## src/rtl/sumador_acumulador.sv

```systemverilog
// -----------------------------------------------------------------------------
// sumador_acumulador
//
// Purpose:
//    Parametrised add / subtract / accumulate unit for unsigned operands. One
//    operation is accepted at a time under a valid/ready handshake. It is
//    computed in a single cycle, and the registered result is then held until
//    the consumer (normally the hexadecimal display decoder) takes it.
//
// Parameters:
//    ANCHO       operand width in bits (>= 1)
//    ANCHO_SUMA  result / accumulator width (must be >= ANCHO+1)
//    SATURAR     accumulate-overflow policy: 1 clamps to all-ones, 0 wraps
//
// Ports:
//    clk             rising-edge clock
//    reset           synchronous, active-high reset
//    entrada_valida  operands and modo are valid
//    entrada_lista   block can accept an operation
//    binario0        operand A, unsigned
//    binario1        operand B, unsigned
//    modo            00 add pair, 01 accumulate, 10 subtract, 11 clear acc
//    salida_valida   suma / desborde hold a result
//    salida_lista    consumer accepts the result
//    suma            registered result
//    desborde        overflow (accumulate) or borrow (subtract) flag
//    operaciones     count of accepted operations, wraps 255 -> 0
//
// Timing:
//    ESPERA --accept--> CALCULO --1 edge--> ENTREGA --salida_lista--> ESPERA.
//    With salida_lista held high, a new operation can be accepted every
//    third cycle.
// -----------------------------------------------------------------------------
module sumador_acumulador #(
   parameter int ANCHO      = 4,
   parameter int ANCHO_SUMA = 8,
   parameter bit SATURAR    = 1'b0
) (
   input  logic                  clk,
   input  logic                  reset,
   input  logic                  entrada_valida,
   output logic                  entrada_lista,
   input  logic [ANCHO-1:0]      binario0,
   input  logic [ANCHO-1:0]      binario1,
   input  logic [1:0]            modo,
   output logic                  salida_valida,
   input  logic                  salida_lista,
   output logic [ANCHO_SUMA-1:0] suma,
   output logic                  desborde,
   output logic [7:0]            operaciones
);

   // One spare bit above the result width. It catches the accumulator carry
   // and doubles as the sign bit of the subtraction.
   localparam int W_EXT = ANCHO_SUMA + 1;

   // FSM encoding
   localparam logic [1:0] ESPERA  = 2'd0;
   localparam logic [1:0] CALCULO = 2'd1;
   localparam logic [1:0] ENTREGA = 2'd2;

   // Operation select codes
   localparam logic [1:0] MODO_SUMA  = 2'b00;
   localparam logic [1:0] MODO_ACUM  = 2'b01;
   localparam logic [1:0] MODO_RESTA = 2'b10;
   localparam logic [1:0] MODO_BORRA = 2'b11;

   // --------------------------------------------------------------------------
   // State and datapath registers
   // --------------------------------------------------------------------------
   logic [1:0]            r_estado;
   logic [ANCHO-1:0]      r_a;
   logic [ANCHO-1:0]      r_b;
   logic [1:0]            r_modo;
   logic [ANCHO_SUMA-1:0] r_acc;
   logic [ANCHO_SUMA-1:0] r_suma;
   logic                  r_desborde;
   logic                  r_salida_valida;
   logic                  r_entrada_lista;
   logic [7:0]            r_operaciones;

   // --------------------------------------------------------------------------
   // Combinational arithmetic on the latched operands
   // --------------------------------------------------------------------------
   logic [W_EXT-1:0]      w_a_ext;
   logic [W_EXT-1:0]      w_b_ext;
   logic [ANCHO_SUMA-1:0] w_sum_par;
   logic [W_EXT-1:0]      w_acc_tmp;
   logic                  w_acc_carry;
   logic [ANCHO_SUMA-1:0] w_acc_desbordado;
   logic [W_EXT-1:0]      w_dif;

   logic [ANCHO_SUMA-1:0] w_suma_nueva;
   logic                  w_desborde_nuevo;
   logic [ANCHO_SUMA-1:0] w_acc_nuevo;
   logic                  w_acc_escribe;

   assign w_a_ext = {{(W_EXT - ANCHO){1'b0}}, r_a};
   assign w_b_ext = {{(W_EXT - ANCHO){1'b0}}, r_b};

   // A + B cannot exceed ANCHO_SUMA bits because ANCHO_SUMA >= ANCHO+1.
   assign w_sum_par = w_a_ext[ANCHO_SUMA-1:0] + w_b_ext[ANCHO_SUMA-1:0];

   // The accumulate carry out of the result width is the overflow indication.
   assign w_acc_tmp   = {1'b0, r_acc} + w_a_ext;
   assign w_acc_carry = w_acc_tmp[ANCHO_SUMA];

   // Both operands are below 2^ANCHO <= 2^(ANCHO_SUMA-1), so the top bit of
   // the extended difference is set exactly when B > A (a borrow occurred).
   assign w_dif = w_a_ext - w_b_ext;

   // Value the accumulator takes when the carry fires.
   generate
      if (SATURAR) begin : g_satura
         assign w_acc_desbordado = {ANCHO_SUMA{1'b1}};
      end else begin : g_envuelve
         assign w_acc_desbordado = w_acc_tmp[ANCHO_SUMA-1:0];
      end
   endgenerate

   always_comb begin
      w_suma_nueva     = '0;
      w_desborde_nuevo = 1'b0;
      w_acc_nuevo      = r_acc;
      w_acc_escribe    = 1'b0;
      case (r_modo)
         MODO_SUMA: begin
            w_suma_nueva = w_sum_par;
         end
         MODO_ACUM: begin
            w_acc_escribe    = 1'b1;
            w_desborde_nuevo = w_acc_carry;
            w_acc_nuevo      = w_acc_carry ? w_acc_desbordado
                                           : w_acc_tmp[ANCHO_SUMA-1:0];
            // The result shown is the accumulator after the update.
            w_suma_nueva     = w_acc_nuevo;
         end
         MODO_RESTA: begin
            w_suma_nueva     = w_dif[ANCHO_SUMA-1:0];
            w_desborde_nuevo = w_dif[ANCHO_SUMA];
         end
         MODO_BORRA: begin
            w_acc_escribe = 1'b1;
            w_acc_nuevo   = '0;
         end
         default: begin
            w_suma_nueva = '0;
         end
      endcase
   end

   // --------------------------------------------------------------------------
   // Control FSM and result registers
   // --------------------------------------------------------------------------
   always_ff @(posedge clk) begin
      if (reset) begin
         // Discards any in-flight operation. No result is delivered.
         r_estado        <= ESPERA;
         r_a             <= '0;
         r_b             <= '0;
         r_modo          <= MODO_SUMA;
         r_acc           <= '0;
         r_suma          <= '0;
         r_desborde      <= 1'b0;
         r_salida_valida <= 1'b0;
         r_entrada_lista <= 1'b1;
         r_operaciones   <= 8'd0;
      end else begin
         case (r_estado)
            ESPERA: begin
               // Operands are captured only here. Later input changes are ignored.
               if (entrada_valida) begin
                  r_a             <= binario0;
                  r_b             <= binario1;
                  r_modo          <= modo;
                  r_operaciones   <= r_operaciones + 8'd1;
                  r_entrada_lista <= 1'b0;
                  r_estado        <= CALCULO;
               end
            end
            CALCULO: begin
               r_suma          <= w_suma_nueva;
               r_desborde      <= w_desborde_nuevo;
               if (w_acc_escribe) begin
                  r_acc <= w_acc_nuevo;
               end
               r_salida_valida <= 1'b1;
               r_estado        <= ENTREGA;
            end
            ENTREGA: begin
               // Hold the result until the consumer takes it. Ready comes
               // back only after the handshake, so a held entrada_valida is
               // accepted one edge later at the earliest.
               if (salida_lista) begin
                  r_salida_valida <= 1'b0;
                  r_entrada_lista <= 1'b1;
                  r_estado        <= ESPERA;
               end
            end
            default: begin
               // Unreachable encoding: fall back to idle without a result.
               r_salida_valida <= 1'b0;
               r_entrada_lista <= 1'b1;
               r_estado        <= ESPERA;
            end
         endcase
      end
   end

   // --------------------------------------------------------------------------
   // Outputs (all straight from registers)
   // --------------------------------------------------------------------------
   assign entrada_lista = r_entrada_lista;
   assign salida_valida = r_salida_valida;
   assign suma          = r_suma;
   assign desborde      = r_desborde;
   assign operaciones   = r_operaciones;

endmodule

```

## config.mk

```make
export PLATFORM = sky130hd
export DESIGN_NAME = sumador_acumulador
export DESIGN_NICKNAME = d
export VERILOG_FILES = /design/src/rtl/sumador_acumulador.sv
export SDC_FILE = /design/constraint.sdc
export NUM_CORES = 1
export LEC_CHECK = 0
export ABC_AREA = 1
export BUFFER_PORTS_ARGS = -buffer_cell sky130_fd_sc_hd__buf_4
export CAP_MARGIN = 20
export CORE_MARGIN = 4
export CORE_UTILIZATION = 50
export CTS_BUF_LIST = sky130_fd_sc_hd__clkbuf_8 sky130_fd_sc_hd__clkbuf_16
export DETAILED_ROUTE_END_ITERATION = 16
export PLACE_DENSITY = 0.81
export SYNTH_ARGS = -nofsm -noshare
export SYNTH_HDL_FRONTEND = slang
export SYNTH_SLANG_ARGS = --single-unit
```

## constraint.sdc

```tcl
create_clock -name clk -period 1.5 [get_ports clk]
set_input_delay 0.075 -clock clk [delete_from_list [all_inputs] [get_ports clk]]
set_output_delay 0.075 -clock clk [all_outputs]
set_load 0.05 [all_outputs]
```

== Word level (Yosys, flattened, before mapping) ==
Cells that the tools add are included.

* Input bits: 14
* Output and inout port bits: 19
* Flip-flop bits (word level): 39
* Logic and storage cells: 44

* Reductions and logical operators: 9
* Add/sub/neg operators: 4
* Muxes and demuxes: 12
* Bitwise logic cells: 2
* Equality and inequality tests: 7

{| class="wikitable"
|+ Operators with widths
! kind !! count
|-
| $pmux W8 S3 || 1
|-
| $pmux W8 S2 || 1
|-
| $add A8 B4 Y9 || 1
|-
| $add A8 B1 Y8 const B || 1
|-
| $eq A2 B2 Y1 const B || 3
|-
| $pmux W1 S3 || 2
|-
| $pmux W2 S3 || 1
|-
| $reduce_and A2 Y1 || 3
|-
| $reduce_and A3 Y1 || 2
|-
| $add A4 B4 Y5 || 1
|-
| $sub A4 B4 Y5 || 1
|-
| $eq A2 B1 Y1 const B || 2
|-
| $logic_not A2 Y1 || 2
|-
| $mux W1 || 4
|-
| $mux W2 || 2
|-
| $ne A2 B2 Y1 const B || 2
|-
| $not A1 Y1 || 2
|-
| $pmux W1 S2 || 1
|-
| $reduce_bool A2 Y1 || 1
|-
| $reduce_or A2 Y1 || 1
|}

== Logic depth before layout (Yosys ltp) ==
* Depth after elaboration: 4
* Mapped depth: 10
* Gate-level depth less buffers: 10

== Worst setup path before layout ==
No wires, ideal clock.

* Kind: register to register
* Start point: reg r_a[1]
* End point: reg r_suma[3] (netlist: suma[3])
* Library setup time: 134 ps
* Period minus slack after synthesis: 1586 ps
* Data arrival time: 1452 ps
* Stages on the path, launching flop included: 9
* Path slack: -86 ps
* Path buffers: 0
* Data required time: 1366 ps
* Path through: dfxtp_1 -> ha_1 -> nand3_1 -> nand3_1 -> or2_2 -> nand3_1 -> nand3_1 -> nand2_1 -> a21oi_1

* Word-level cells in the longest chain between the ends: 2
* Elaborated cells between the ends (all ways): 4
* Those cells by class: add/sub (3); mux (1)

{| class="wikitable"
|+ RTL lines
! what !! line !! text
|-
| start, declared || 72 || <nowiki>logic [ANCHO-1:0] r_a;</nowiki>
|-
| start signal, assigned || 173 || <nowiki>r_a <= binario0;</nowiki>
|-
| $add A8 B4 Y9, or another cell as far along || 105 || <nowiki>assign w_acc_tmp = {1'b0, r_acc} + w_a_ext;</nowiki>
|-
| $pmux W8 S3 (*) || 126 || <nowiki>case (r_modo)</nowiki>
|-
| end signal, assigned || 182 || <nowiki>r_suma <= w_suma_nueva;</nowiki>
|-
| end, declared || 76 || <nowiki>logic [ANCHO_SUMA-1:0] r_suma;</nowiki>
|}

Mark *: on every way between the ends. The rest lies on a longest branch, timed or not.
A chain may end at the register's enable or synchronous reset.

== Final worst setup path ==
* Start point: reg r_a[0]
* End point: reg r_suma[4] (netlist: suma[4])

Same word-level chain as after synthesis.

==> results.md <==
* Status: finished with violations
* Failing checks: negative setup slack
* Largest net degree at the start of global routing at 25
* Die height at 73.4 um
* Mapped cell area at 0.00214 mm^2
* All-Layer GR Usage at 20.9%
* # DRC at 0
* Hold Path Sink: r_a[3]
* Cts bufs inserted at 5
* Vias per cell at 5.33
* Critical Path RT at 1.69 ns
* Initial antenna violation count at 0
* Die W at 73.4 um
* First-pass GRT wire length at 8740 um
* Number of synthesized flops with an enable pin at 0
* Clk_lat worst skew at 0.30 ns
* Cells after DPL at 372
* Row count at 23
* Final GP Congestion at 0.830
* Cells after synthesis at 281
* Synthesized Nets at 317
* RSZ-0062 raised after global routing: true
* Core area at 0.00406 mm^2
* CTS H-tree lvls at 2
* Clock root cell: clkbuf_8
* Final Hold Viols at 0
* ANT cells at 0
* Pwr Total at 0.00245 W
* Final setup viols at 7
* Fraction of layout cells with a size suffix above 1 at 33.9%
* Critical-path top delay cell: dfxtp_2
* Starting density of the core at 52.7%
* Synth Register Bits at 39
* Min Clock Period, post-route at 1.61 ns
* Post-synth ARST share at 0%
* Hold slack final at 0.0298 ns
* Hold Path Depth at 3
* I/O Buffers at 32
* Pwr dens at 880 mW/mm^2
* Max Buffers Root-to-Sink at 2
* Final period util at 108%
* Setup ws final at -0.115 ns
* Critical path's top delay family: adder cells
* Clock-pin slew on the worst setup and hold paths at 0.08 ns
* Hold Buf Count CTS at 0
* Crit path cell chain: ha_1 -> fa_2 -> nand2_1 -> a21oi_1 -> o21ai_1 -> nand3_2 -> nand2_1 -> a21oi_2
* Total Wirelength at 5140 um
* Max-slew violations at 0
* CP Class: register to register
* Antenna violation net count after detailed routing at 0
* CP bufs+invs at 0
* Syn avg cell area at 7.61 um^2
* Hold WC Path Type: input pin to register
* Nets at 365
* Total clock sinks at 39
* CTS tree: yes
* Register area share after synthesis at 36.5%
* Total gr overflow at 0
* VDD IR-drop max at 0.444 mV
* Vias in the first global route at 1937
* Routed WL per cell at 13.5 um
* Worst setup EP type: register
* Vias at 2025
* Setup Buffers After CTS at 0
* Dpl hpwl at 3680 um
* Yosys warns at 0
* Boundary pin count at 33
* Synth Flop Type: dfxtp_1
* Reg2Reg Capture Point: suma[4]
* Fin cells at 380
* Crit Path Max Fanout at 4
* Measured slew at the worst slew-check pin at 0.404 ns
* Max-cap violations at 0
* Sum of negative setup slack at -0.557 ns
* R2R Setup Slk at -0.11 ns
* Detailed Routing Iterations Pass 1 at 5
* Pleak at 1.23 nW
* Slew HR at 73.0%
* Min-delay src: binario0[3]
* Pre-CTS WS at -0.148 ns
* Worst reg2reg path startpoint: r_a[0]
* Worst Skew at 0.00866 ns
* Initial DRC count at 99
* Layout area overhead at 30.1%
* Critical path arrival at 1.80 ns
* Die footprint at 0.00539 mm^2
* Cell variety after synth at 33
* Cell mode on critical path: nand2_1
* CP max stage delay at 0.36 ns
* Crit start category: register
* Worst R2R Path Depth at 8
* Fmax at 619 MHz
power breakdown:
group | internal [W] | total [W] | leakage, nW | switching (W)
Clock | 0.000318 | 0.000709 | 0.0453 | 0.000390
Sequential | 0.00109 | 0.00115 | 0.324 | 0.0000580
Combinational | 0.000240 | 0.000593 | 0.858 | 0.000353
state kept, by name (all words and copies together) (netlist names):
| signal | flops |
|---|---|
| suma | 8 |
| r_a | 4 |
| r_estado | 2 |
| r_modo | 2 |
| desborde | 1 |
| r_b | 4 |
| salida_valida | 1 |
| operaciones | 8 |
| entrada_lista | 1 |
| r_acc | 8 |
through the flow:
stage | area, um^2 | util (%)
after floorplan | 2170 | -
after global routing | 2780 | 68.6
final | 2780 | 68.6
after detailed placement | 2560 | 63.0
after global placement | 2560 | 63.0
after CTS | 2720 | 67.1
cell families after synthesis:
kind of cell	share of synthesized area [%]
AND/OR/NAND/NOR	28.8
AO/OA/AOI/OAI	14.0
adder cells (fa/ha/maj)	13.9
flip-flops	36.5
buffers and inverters	5.96
XOR/XNOR	0.819
worst reg2reg max path, stage by stage (launching register included):
cell     delay (ns)
dfxtp_2        0.36
ha_1           0.23
fa_2           0.35
nand2_1        0.10
a21oi_1        0.07
o21ai_1        0.18
nand3_2        0.10
nand2_1        0.08
a21oi_2        0.05
layout make-up:
class                      instances  area, um^2
tap                               50        62.6
timing repair buffer              47         353
sequential                        39         802
clock buffer                       5        68.8
fill                             338        1270
inverter                          26         100
clock inverter                     3        16.3
multi-input combinational        210        1380
cell usage in the layout (no fill, tap or decap), types with 2 or more instances in the layout:
cell | Yosys | layout
fa_2 | 0 | 3
xor2_1 | 2 | 2
ha_4 | 0 | 6
nand2_2 | 1 | 3
nand3_4 | 2 | 2
inv_2 | 4 | 6
o21ai_2 | 1 | 2
nor2_4 | 4 | 4
nor2_1 | 21 | 21
nor2_2 | 2 | 2
nand3_1 | 28 | 21
a21oi_1 | 33 | 29
inv_1 | 21 | 20
buf_4 | 0 | 47
dfxtp_1 | 39 | 26
dfxtp_2 | 0 | 11
nand3_2 | 0 | 7
a21oi_2 | 1 | 5
o21ai_0 | 16 | 14
nand2_1 | 65 | 63
dfxtp_4 | 0 | 2
clkbuf_8 | 0 | 5
ha_1 | 19 | 13
Yosys cell counts (2+ instances only):
cell | count | area, um^2
o21ai_0 | 16 | 80.1
xor2_1 | 2 | 17.5
nand3_1 | 28 | 140
buf_2 | 3 | 15.0
nor2_4 | 4 | 45.0
ha_1 | 19 | 238
nor2_2 | 2 | 12.5
inv_2 | 4 | 15.0
clkbuf_1 | 2 | 7.51
fa_1 | 3 | 60.1
dfxtp_1 | 39 | 781
nand2_1 | 65 | 244
a21oi_1 | 33 | 165
nor2_1 | 21 | 78.8
inv_1 | 21 | 78.8
nand3_4 | 2 | 35.0
metal layers:
metal  global-route usage (%)  wire length (um)
met1                     26.2              2270
met2                     34.1              2490
met3                     5.88               280
met4                     7.65               103
met5                        0                 0
how the worst max path moves through the flow:
stage                    end  cells past startpoint  slack [ns]   start
floorplan            suma[4]                      8       0.002  r_a[0]
global placement     suma[4]                      8       -0.07  r_a[0]
detailed placement  desborde                      9       -0.15  r_a[0]
CTS                  suma[6]                      9       -0.07  r_a[0]
global route         suma[4]                      8       -0.21  r_a[0]
finish               suma[4]                      8       -0.11  r_a[0]
what timing repair did:
item | in CTS | in global routing
gates resized for setup | 16 | 18
endpoints found under the setup margin | 9 | 13
pin swaps | 2 | 5
hold endpoints to repair | 0 | 0
No activity file was read; power rests on OpenSTA's default activity.
